--- src/rtl/mx_sched_pkg.sv ---
// Shared codes, FSM state type and op transition table for the mx op scheduler.
package mx_sched_pkg;

  localparam logic [2:0] ST_CAL    = 3'b010;
  localparam logic [2:0] ST_REPCLK = 3'b011;
  localparam logic [2:0] ST_REPVLD = 3'b100;
  localparam logic [2:0] ST_REVMB  = 3'b101;
  localparam logic [2:0] ST_REPMB  = 3'b110;

  localparam logic [2:0] OP_INIT   = 3'b000;
  localparam logic [2:0] OP_RUN    = 3'b001;
  localparam logic [2:0] OP_RESULT = 3'b010;
  localparam logic [2:0] OP_CLRERR = 3'b100;
  localparam logic [2:0] OP_APPLY  = 3'b101;
  localparam logic [2:0] OP_RERUN  = 3'b110;
  // Internal end-of-sequence marker, never driven onto mx_op.
  localparam logic [2:0] OP_DONE   = 3'b111;

  localparam logic [1:0] RESP_OK      = 2'b00;
  localparam logic [1:0] RESP_FAIL    = 2'b01;
  localparam logic [1:0] RESP_TIMEOUT = 2'b10;
  localparam logic [1:0] RESP_ABORT   = 2'b11;

  typedef enum logic [1:0] {
    S_IDLE,
    S_ISSUE,
    S_WAIT,
    S_RESP
  } sched_state_e;

  function automatic logic state_ok(input logic [2:0] st);
    return (st >= ST_CAL) && (st <= ST_REPMB);
  endfunction

  function automatic logic [2:0] next_op(
    input logic [2:0] op,
    input logic [2:0] st,
    input logic       success
  );
    logic [2:0] n;
    n = OP_DONE;
    case (op)
      OP_INIT: begin
        if (st == ST_CAL)        n = OP_DONE;
        else if (st == ST_REVMB) n = OP_CLRERR;
        else                     n = OP_RUN;
      end
      OP_RUN:    n = (st == ST_REPMB) ? OP_APPLY : OP_RESULT;
      OP_RESULT: n = (st == ST_REVMB && !success) ? OP_CLRERR : OP_DONE;
      OP_CLRERR: n = OP_RUN;
      OP_APPLY:  n = success ? OP_DONE : OP_RERUN;
      OP_RERUN:  n = OP_DONE;
      default:   n = OP_DONE;
    endcase
    return n;
  endfunction

endpackage

--- src/rtl/mx_op_scheduler_rr_arbiter.sv ---
// Combinational round-robin picker: first set request at or after ptr, wrapping.
module rr_arbiter #(
  parameter int N  = 5,
  parameter int IW = (N > 1) ? $clog2(N) : 1
) (
  input  logic [N-1:0]  req,
  input  logic [IW-1:0] ptr,
  output logic [N-1:0]  grant,
  output logic [IW-1:0] idx,
  output logic          any
);

  int j;

  always_comb begin
    grant = '0;
    idx   = '0;
    any   = 1'b0;
    j     = 0;
    for (int i = 0; i < N; i++) begin
      j = (int'(ptr) + i) % N;
      if (!any && req[j]) begin
        any      = 1'b1;
        grant[j] = 1'b1;
        idx      = IW'(j);
      end
    end
  end

endmodule

--- src/rtl/mx_op_scheduler.sv ---
// Round-robin sharing of the mx op engine among link-state requesters.
// Optional MX_SCHED_STATS_EN adds saturating grant/timeout counters.
module mx_op_scheduler
  import mx_sched_pkg::*;
#(
  parameter int NUM_REQ        = 5,
  parameter int TIMEOUT_CYCLES = 256,
  parameter int MAX_RETRY      = 3
) (
  input  logic                 clk,
  input  logic                 rst,
  input  logic [NUM_REQ-1:0]   req_valid,
  input  logic [3*NUM_REQ-1:0] req_state,
  output logic [NUM_REQ-1:0]   req_ready,
  output logic [NUM_REQ-1:0]   resp_valid,
  output logic [1:0]           resp_code,
  input  logic                 abort,
  output logic                 mx_start,
  output logic [2:0]           mx_op,
  output logic [2:0]           mx_state,
  input  logic                 mx_done,
  input  logic                 mx_success,
  output logic                 busy
`ifdef MX_SCHED_STATS_EN
  ,
  output logic [31:0]          stat_grants,
  output logic [15:0]          stat_timeouts
`endif
);

  localparam int IW = (NUM_REQ > 1) ? $clog2(NUM_REQ) : 1;
  localparam int RW = (MAX_RETRY < 1) ? 1 : $clog2(MAX_RETRY + 1);
  localparam int TW = $clog2(TIMEOUT_CYCLES + 1);

  sched_state_e state, state_n;

  logic [IW-1:0]      ptr, ptr_n;
  logic [NUM_REQ-1:0] gnt_oh, gnt_oh_n;
  logic [2:0]         gst, gst_n;
  logic [2:0]         op, op_n;
  logic [RW-1:0]      retry, retry_n;
  logic [TW-1:0]      tcnt, tcnt_n, tcnt_inc;
  logic [1:0]         code, code_n;
  logic [2:0]         nop;
  logic               grant_fire;
  logic               to_fire;

  logic [NUM_REQ-1:0] arb_grant;
  logic [IW-1:0]      arb_idx;
  logic               arb_any;

  rr_arbiter #(
    .N  (NUM_REQ),
    .IW (IW)
  ) u_arb (
    .req   (req_valid),
    .ptr   (ptr),
    .grant (arb_grant),
    .idx   (arb_idx),
    .any   (arb_any)
  );

  always_ff @(posedge clk) begin
    if (rst) begin
      state  <= S_IDLE;
      ptr    <= '0;
      gnt_oh <= '0;
      gst    <= '0;
      op     <= OP_INIT;
      retry  <= '0;
      tcnt   <= '0;
      code   <= RESP_OK;
    end else begin
      state  <= state_n;
      ptr    <= ptr_n;
      gnt_oh <= gnt_oh_n;
      gst    <= gst_n;
      op     <= op_n;
      retry  <= retry_n;
      tcnt   <= tcnt_n;
      code   <= code_n;
    end
  end

  always_comb begin
    state_n    = state;
    ptr_n      = ptr;
    gnt_oh_n   = gnt_oh;
    gst_n      = gst;
    op_n       = op;
    retry_n    = retry;
    tcnt_n     = tcnt;
    code_n     = code;
    req_ready  = '0;
    grant_fire = 1'b0;
    to_fire    = 1'b0;
    tcnt_inc   = tcnt + TW'(1);
    nop        = next_op(op, gst, mx_success);
    unique case (state)
      S_IDLE: begin
        if (arb_any && !rst) begin
          req_ready  = arb_grant;
          grant_fire = 1'b1;
          gnt_oh_n   = arb_grant;
          gst_n      = req_state[3*int'(arb_idx) +: 3];
          op_n       = OP_INIT;
          retry_n    = '0;
          ptr_n      = (int'(arb_idx) == NUM_REQ - 1) ?
                       '0 : arb_idx + IW'(1);
          if (state_ok(req_state[3*int'(arb_idx) +: 3])) begin
            state_n = S_ISSUE;
          end else begin
            code_n  = RESP_FAIL;
            state_n = S_RESP;
          end
        end
      end
      S_ISSUE: begin
        tcnt_n = '0;
        if (abort) begin
          code_n  = RESP_ABORT;
          state_n = S_RESP;
        end else begin
          state_n = S_WAIT;
        end
      end
      S_WAIT: begin
        tcnt_n = tcnt_inc;
        if (abort) begin
          code_n  = RESP_ABORT;
          state_n = S_RESP;
        end else if (mx_done) begin
          unique case (1'b1)
            (nop == OP_DONE): begin
              code_n  = mx_success ? RESP_OK : RESP_FAIL;
              state_n = S_RESP;
            end
            (nop == OP_CLRERR && retry == RW'(MAX_RETRY)): begin
              code_n  = RESP_FAIL;
              state_n = S_RESP;
            end
            default: begin
              if (nop == OP_CLRERR) retry_n = retry + RW'(1);
              op_n    = nop;
              state_n = S_ISSUE;
            end
          endcase
        // The response cycle closes the TIMEOUT_CYCLES window after mx_start.
        end else if (tcnt_inc >= TW'(TIMEOUT_CYCLES - 1)) begin
          code_n  = RESP_TIMEOUT;
          to_fire = 1'b1;
          state_n = S_RESP;
        end
      end
      S_RESP: begin
        state_n = S_IDLE;
      end
      default: begin
        state_n = S_IDLE;
      end
    endcase
  end

  assign mx_start   = (state == S_ISSUE);
  assign mx_op      = op;
  assign mx_state   = gst;
  assign busy       = (state != S_IDLE);
  assign resp_valid = (state == S_RESP) ? gnt_oh : '0;
  assign resp_code  = (state == S_RESP) ? code : RESP_OK;

`ifdef MX_SCHED_STATS_EN
  always_ff @(posedge clk) begin
    if (rst) begin
      stat_grants   <= '0;
      stat_timeouts <= '0;
    end else begin
      if (grant_fire && stat_grants != '1)
        stat_grants <= stat_grants + 32'd1;
      if (to_fire && stat_timeouts != '1)
        stat_timeouts <= stat_timeouts + 16'd1;
    end
  end
`endif

endmodule
--- config.mk ---
export PLATFORM = sky130hd
export DESIGN_NAME = mx_op_scheduler
export DESIGN_NICKNAME = d
export VERILOG_FILES = /design/src/rtl/mx_sched_pkg.sv /design/src/rtl/mx_op_scheduler_rr_arbiter.sv /design/src/rtl/mx_op_scheduler.sv
export SDC_FILE = /design/constraint.sdc
export NUM_CORES = 1
export LEC_CHECK = 0
export BUFFER_PORTS_ARGS = -buffer_cell sky130_fd_sc_hd__buf_2
export CAP_MARGIN = 20
export CELL_PAD_IN_SITES_DETAIL_PLACEMENT = 0
export CELL_PAD_IN_SITES_GLOBAL_PLACEMENT = 2
export CORE_ASPECT_RATIO = 0.75
export CORE_UTILIZATION = 31
export CTS_CLUSTER_DIAMETER = 200
export DETAILED_ROUTE_END_ITERATION = 10
export MAX_ROUTING_LAYER = met4
export PLACE_DENSITY_LB_ADDON = 0.1
export SLEW_MARGIN = 20
export SYNTH_ARGS = -nofsm -noshare
export SYNTH_HDL_FRONTEND = slang
export SYNTH_SLANG_ARGS = --single-unit
--- constraint.sdc ---
create_clock -name clk -period 7.45 [get_ports clk]
set_input_delay 1.8625 -clock clk [delete_from_list [all_inputs] [get_ports clk]]
set_output_delay 1.8625 -clock clk [all_outputs]
set_load 0.01 [all_outputs]
==> insert_results.sql, run 1 <==
INSERT INTO impl_metrics (metric_group, metric, value, unit) VALUES
('cells_and_area', 'finalInstanceArea', '4702', 'um2'),
('clocking', 'worst_setup_hold_path_clk_slew', '0.05', 'ns'),
('global_routing', 'first_global_vias', '4007', ''),
('clocking', 'clk-insertion-delay-late', '0.27', 'ns'),
('clocking', 'cts_made_buffers', '5', ''),
('floorplan', 'core_area', '12970', 'um2'),
('timing', 'worst_pin_slew', '1.008', 'ns'),
('timing', 'worst_clock_skew', '0.002416', 'ns'),
('setup_path', 'crit_path_arrival_time', '5.21', 'ns'),
('pwr', 'power_leakage', '2.004', 'nW'),
('cells_and_area', 'syn2layout_area_growth', '14.57', '%'),
('cells_and_area', 'leading_cell_type_in_the_layout_fill_and_taps_excluded', 'nor2_1', ''),
('cells_and_area', 'layout.cells.most_common_list', '67 x nor2_1, 48 x nand2_1, 44 x a21oi_1, 44 x buf_2', ''),
('timing', 'finalHoldWorstSlack', '0.4601', 'ns'),
('floorplan', 'placementRows', '36', ''),
('routing', 'drc_violation_count_after_routing', '0', ''),
('yosys', 'postSynthAreaPerCell', '7.162', 'um2'),
('timing', 'fmax', '0.1414', 'GHz'),
('setup_path', 'crit_type', 'flop to output port', ''),
('yosys', 'synth.distinct_cells', '82', ''),
('floorplan', 'die_height', '101.6', 'um'),
('routing', 'detailedRoute.firstPassIterationCount', '4', ''),
('yosys', 'yosysWarnings', '0', ''),
('worst_hold_path', 'hold_path_sink', 'retry[1]', ''),
('floorplan', 'design.die.area', '13710', 'um2'),
('timing', 'timing.final.crit_period', '7.073', 'ns'),
('global_routing', 'grt_start_max_net_pins', '38', ''),
('yosys', 'syn_nets', '634', ''),
('setup_path', 'cp_max_fo', '14', ''),
('routing', 'detail_route.wl_per_cell', '17.69', 'um'),
('floorplan', 'floorplan.initialDensity', '0.3164', ''),
('setup_path', 'timing.reg2reg.worst_path_depth', '20', ''),
('routing', 'postRouteAntennaNets', '0', ''),
('setup_path', 'startpoint_type', 'flop', ''),
('yosys', 'syn-cell-area', '4104', 'um2'),
('routing', 'routed-via-count', '4366', ''),
('setup_path', 'r2r_end', 'code[0]', ''),
('setup_path', 'cp_data_required_time', '5.59', 'ns'),
('timing', 'timing.final.crit_share', '0.9494', ''),
('clocking', 'clock_tree.root_cell', 'clkbuf_16', ''),
('global_routing', 'antenna_found_initial', '0', ''),
('global_routing', 'global_route_wire_length_before_repair', '22220', 'um'),
('worst_hold_path', 'hold_path_startpoint', 'retry[1]', ''),
('global_routing', 'grt-ovfl-total', '0', ''),
('cells_and_area', 'nets', '677', ''),
('yosys', 'yosys.area.top_type_share', '0.1415', ''),
('timing', 'finalSetupViolations', '0', ''),
('cells_and_area', 'nFillCells', '1406', ''),
('global_routing', 'grt.total_usage', '0.2131', ''),
('timing', 'timing.slew.headroom', '0.3193', ''),
('worst_hold_path', 'whs_path_depth', '2', ''),
('clocking', 'clock_sink_count', '29', ''),
('floorplan', 'die_width', '134.9', 'um'),
('cells_and_area', 'drive_gt1_frac', '0.1607', ''),
('clocking', 'postCtsHoldBufs', '0', ''),
('yosys', 'synth-main-ff-cell', 'dfxtp_1', ''),
('timing', 'report.final.slew_viol_count', '0', ''),
('placement', 'hpwlAfterDp', '10890', 'um'),
('routing', 'post_drt_via_cell_ratio', '5.548', ''),
('routing', 'first_iter_violations', '308', ''),
('floorplan', 'io_pins', '45', ''),
('clocking', 'cts_setup_buffers', '0', ''),
('placement', 'place_congestion', '0.9177', ''),
('timing', 'setup_tns_after_final_layout', '0', 'ns'),
('yosys', 'synth_area_leaders', 'dfxtp_1 14%, ha_1 11%, nor2_1 6.1%, a21oi_1 5.4%, nand2_1 4.4%', ''),
('worst_hold_path', 'worst_hold_path_class', 'flop to flop', ''),
('routing', 'finalWirelength', '13920', 'um'),
('run_status', 'run_status', 'finished clean', ''),
('timing', 'final_hold_vios', '0', ''),
('cells_and_area', 'multi_input_comb_area', '3263', 'um2'),
('yosys', 'synth_edf_count', '0', '');
worst max-delay path by stage:
stage	start	end	cells after the start
final	ptr[2]	req_ready[2]	18
after global routing	ptr[2]	req_ready[2]	18
after detailed placement	ptr[2]	req_ready[2]	17
after global placement	ptr[2]	req_ready[2]	18
after floorplan	ptr[0]	req_ready[3]	27
after CTS	ptr[2]	req_ready[2]	17
cell families (layout without fill, tap and decap cells):
kind of cell	Yosys count	in the layout	share of synthesized area
compound gates	183	183	0.3098
xor+xnor	13	13	0.03141
fa+ha+maj	37	37	0.1122
buf+inv	65	108	0.06524
flops	29	29	0.1415
mux	23	23	0.05975
simple gates	223	223	0.2802
routing by layer:
layer / global-route usage / routed length [um] / vias up
met5: - / 0 / -
met2: 0.2827 / 5212 / 120
met3: 0.02853 / 679 / 8
met4: 0.02420 / 74 / 0
li1: - / - / 2198
met1: 0.3363 / 7956 / 2040
where the power goes:
group / leakage [nW] / internal [mW] / switching (mW)
Combinational: 1.70 / 0.856 / 1.38
Clock: 0.0700 / 0.131 / 0.0690
Sequential: 0.236 / 0.187 / 0.0253
Total: 2.00 / 1.17 / 1.47
stage by stage:
step / utilization / power, mW / setup slack, ns / instances
after floorplan: - / 1.820 / 0.1696 / 573
after global placement: 0.3509 / 2.400 / 0.8605 / 780
after detailed placement: 0.3509 / 2.401 / 0.7031 / 780
after CTS: 0.3619 / 2.618 / 0.3768 / 787
after global routing: 0.3625 / 2.896 / 0.02323 / 787
final: 0.3625 / 2.644 / 0.3772 / 787
cells in the mapped netlist, types with 9 or more instances:
master     n
nor2_1    67
nand2_1   48
a21oi_1   44
ha_1      36
inv_1     35
o21ai_0   35
dfxtp_1   29
clkbuf_1  16
mux2i_1   14
nand3_1   14
nor3_1    13
and2_1    12
a22oi_1   10
a31oi_1    9
final cells by class:
type / instances / share of cell area
timing repair buffer: 62 / 0.07557
inverter: 39 / 0.03113
sequential: 29 / 0.1235
clock buffer: 7 / 0.03034
multi-input combinational: 479 / 0.6940
tap: 171 / 0.04550
flip-flops by register name (all words and copies together) (netlist names):
| name | cells |
|---|---|
| gnt_oh | 5 |
| mx_op | 3 |
| mx_state | 3 |
| retry | 2 |
| tcnt | 9 |
| state | 2 |
| ptr | 3 |
| code | 2 |
worst max-delay path: stages, from the launching register on:
cell	delay [ns]
dfxtp_1	0.48
inv_1	0.21
ha_1	0.48
o31ai_1	0.34
xnor2_1	0.18
ha_2	0.30
nand2b_1	0.11
a21oi_1	0.31
mux2i_1	0.24
buf_4	0.18
a21oi_1	0.08
a2bb2oi_2	0.21
a2111o_1	0.41
nor4b_4	0.45
o311a_1	0.31
and2_1	0.17
a31oi_1	0.10
a21oi_1	0.21
buf_2	0.16
Power figures use the tool's default switching activity.
==> run 2: changes to the inputs <==
- REMOVE_ABC_BUFFERS: not set -> 1
==> run 2 against run 1 <==
Effect of this change:
- die area is the same
- largest cell class unchanged
- highest routed layer unchanged
- worst setup slack worse by 0.030 ns
- critical path depth down 1
- hold slack improved by 0.0014 ns
- routed wire length fell by 0.80%
- flip-flop and latch count did not move
==> insert_results.sql, run 2 (synthesized netlist as in run 1, its figures left out) <==
INSERT INTO impl_metrics (metric_group, metric, value, unit) VALUES
('timing', 'worst_pin_slew', '0.6707', 'ns'),
('routing', 'routed-via-count', '4355', ''),
('setup_path', 'startpoint_type', 'flop', ''),
('placement', 'hpwlAfterDp', '10930', 'um'),
('global_routing', 'antenna_found_initial', '0', ''),
('global_routing', 'first_global_vias', '3813', ''),
('timing', 'setup_tns_after_final_layout', '0', 'ns'),
('timing', 'timing.final.crit_share', '0.9534', ''),
('timing', 'finalSetupViolations', '0', ''),
('clocking', 'cts_tree', 'built', ''),
('floorplan', 'die_height', '101.6', 'um'),
('clocking', 'clock_sink_count', '29', ''),
('timing', 'report.final.slew_viol_count', '0', ''),
('setup_path', 'timing.critical_path.to_type', 'output port', ''),
('placement', 'place_congestion', '0.8962', ''),
('routing', 'first_iter_violations', '265', ''),
('cells_and_area', 'largest_reg_flops', '9', ''),
('cells_and_area', 'layout_top_registers', 'tcnt: 9 flops, gnt_oh: 5 flops', ''),
('cells_and_area', 'antennaDiodeCount', '0', ''),
('cells_and_area', 'leading_cell_type_in_the_layout_fill_and_taps_excluded', 'nor2_1', ''),
('cells_and_area', 'final_core_utilization', '0.3616', ''),
('timing', 'fmax', '0.1408', 'GHz'),
('floorplan', 'die_width', '134.9', 'um'),
('routing', 'postRouteAntennaNets', '0', ''),
('routing', 'post_drt_via_cell_ratio', '5.548', ''),
('clocking', 'maximum_buffer_depth_of_the_clock_tree', '2', ''),
('global_routing', 'grt_start_max_net_pins', '38', ''),
('timing', 'worst_clock_skew', '0.004512', 'ns'),
('timing', 'final_hold_vios', '0', ''),
('pwr', 'power_leakage', '1.984', 'nW'),
('run', 'max-cap-violations', '0', ''),
('setup_path', 'cp_data_required_time', '5.59', 'ns'),
('floorplan', 'design.die.area', '13710', 'um2'),
('routing', 'detailedRoute.firstPassIterationCount', '6', ''),
('floorplan', 'floorplan.initialDensity', '0.3164', ''),
('timing', 'timing.slew.headroom', '0.5529', ''),
('placement', 'placement.io_buffers', '44', ''),
('routing', 'drc_violation_count_after_routing', '0', ''),
('global_routing', 'global_route_wire_length_before_repair', '21620', 'um'),
('global_routing', 'grt-ovfl-total', '0', ''),
('floorplan', 'core_area', '12970', 'um2'),
('clocking', 'h-tree-depth', '2', ''),
('cells_and_area', 'nets', '674', ''),
('cells_and_area', 'max_flop_register', 'tcnt', ''),
('cells_and_area', 'drive_gt1_frac', '0.1612', ''),
('routing', 'finalWirelength', '13810', 'um'),
('clocking', 'clock_tree.root_cell', 'clkbuf_16', ''),
('pwr', 'powerDensity', '560.4', 'nW/um2'),
('clocking', 'worst_setup_hold_path_clk_slew', '0.05', 'ns'),
('cells_and_area', 'layout.cells.most_common_list', '67 x nor2_1, 48 x nand2_1, 44 x a21oi_1, 44 x buf_2', ''),
('clocking', 'cts_made_buffers', '5', ''),
('floorplan', 'io_pins', '45', ''),
('pwr', 'worst_ir_drop_vdd', '0.0001758', 'V'),
('worst_hold_path', 'worst_hold_path_class', 'flop to flop', ''),
('pwr', 'post-layout-total-power', '2.629', 'mW'),
('timing', 'timing.final.crit_period', '7.103', 'ns'),
('run_status', 'run_status', 'finished clean', ''),
('setup_path', 'crit_type', 'flop to output port', ''),
('setup_path', 'cp_max_fo', '14', ''),
('cells_and_area', 'syn2layout_area_growth', '14.30', '%'),
('global_routing', 'grt.total_usage', '0.2114', ''),
('routing', 'detail_route.wl_per_cell', '17.59', 'um'),
('setup_path', 'crit_path_arrival_time', '5.24', 'ns'),
('clocking', 'clk-insertion-delay-late', '0.28', 'ns'),
('floorplan', 'placementRows', '36', '');
==> run 2: path summary, 6_finish.rpt <==
| check | from | to | slack, ns | cells past startpoint |
|---|---|---|---|---|
| worst max-delay path | ptr[2] | req_ready[2] | 0.35 | 17 |
| worst min-delay path | retry[1] | retry[1] | 0.46 | 2 |
| worst max register to register | ptr[2] | code[0] | 1.36 | 19 |
| worst min register to register | retry[1] | retry[1] | 0.46 | 2 |
==> run 2: where the power goes <==
| part | switching (mW) | internal [mW] | total (mW) |
|---|---|---|---|
| combinational | 1.37 | 0.848 | 2.21 |
| clock | 0.0769 | 0.123 | 0.199 |
| sequential | 0.0275 | 0.188 | 0.215 |
| total | 1.47 | 1.16 | 2.63 |
==> run 2: cell type report <==
class,count,area (um2)
fillers,1417,8282
multi-input cells,479,3277
flip-flops and latches,29,581.8
repair buffers,59,332.8
well taps,171,214.0
inverters,39,146.4
clock buffers,6,128.9
clock inverters,2,10.01
==> run 2: routing by layer <==
| layer | vias up | share of wire | track usage | wire length [um] |
|---|---|---|---|---|
| met1 | 2070 | 0.54 | 0.3127 | 7434 |
| met3 | 8 | 0.045 | 0.03403 | 624 |
| met4 | 0 | 0.0064 | 0.03717 | 89 |
| met5 | - | 0 | - | 0 |
| li1 | 2187 | - | - | - |
| met2 | 90 | 0.41 | 0.2978 | 5662 |
==> run 2: metrics by stage <==
| stage | cells | setup slack, ns | hold slack (ns) | instance area (um2) |
|---|---|---|---|---|
| 6_report | 785 | 0.3470 | 0.4615 | 4691 |
| 5_1_grt | 785 | -0.01514 | 0.4947 | 4691 |
| 4_1_cts | 785 | 0.03580 | 0.4640 | 4668 |
| 3_5_place_dp | 777 | 0.3492 | 0.4567 | 4529 |
| 3_3_place_gp | 777 | 0.5678 | 0.4517 | 4529 |
| 2_1_floorplan | 547 | 0.3046 | 0.4295 | 3983 |
==> run 2: critical path: stages, from the launching register on <==
cell	delay [ns]
dfxtp_2	0.47
inv_1	0.19
ha_1	0.48
o31ai_1	0.34
xnor2_1	0.19
ha_2	0.30
nand2b_1	0.09
a21oi_1	0.36
mux2i_4	0.40
a21oi_1	0.12
a2bb2oi_2	0.21
a2111o_1	0.41
nor4b_4	0.45
o311a_1	0.29
and2_1	0.16
a31oi_1	0.09
a21oi_1	0.23
buf_2	0.17
==> run 2: what timing repair did <==
item	CTS	global route
endpoints found under the setup margin	0	5
hold buffers	0	0
gates resized for setup	0	5
buffers inserted	0	0
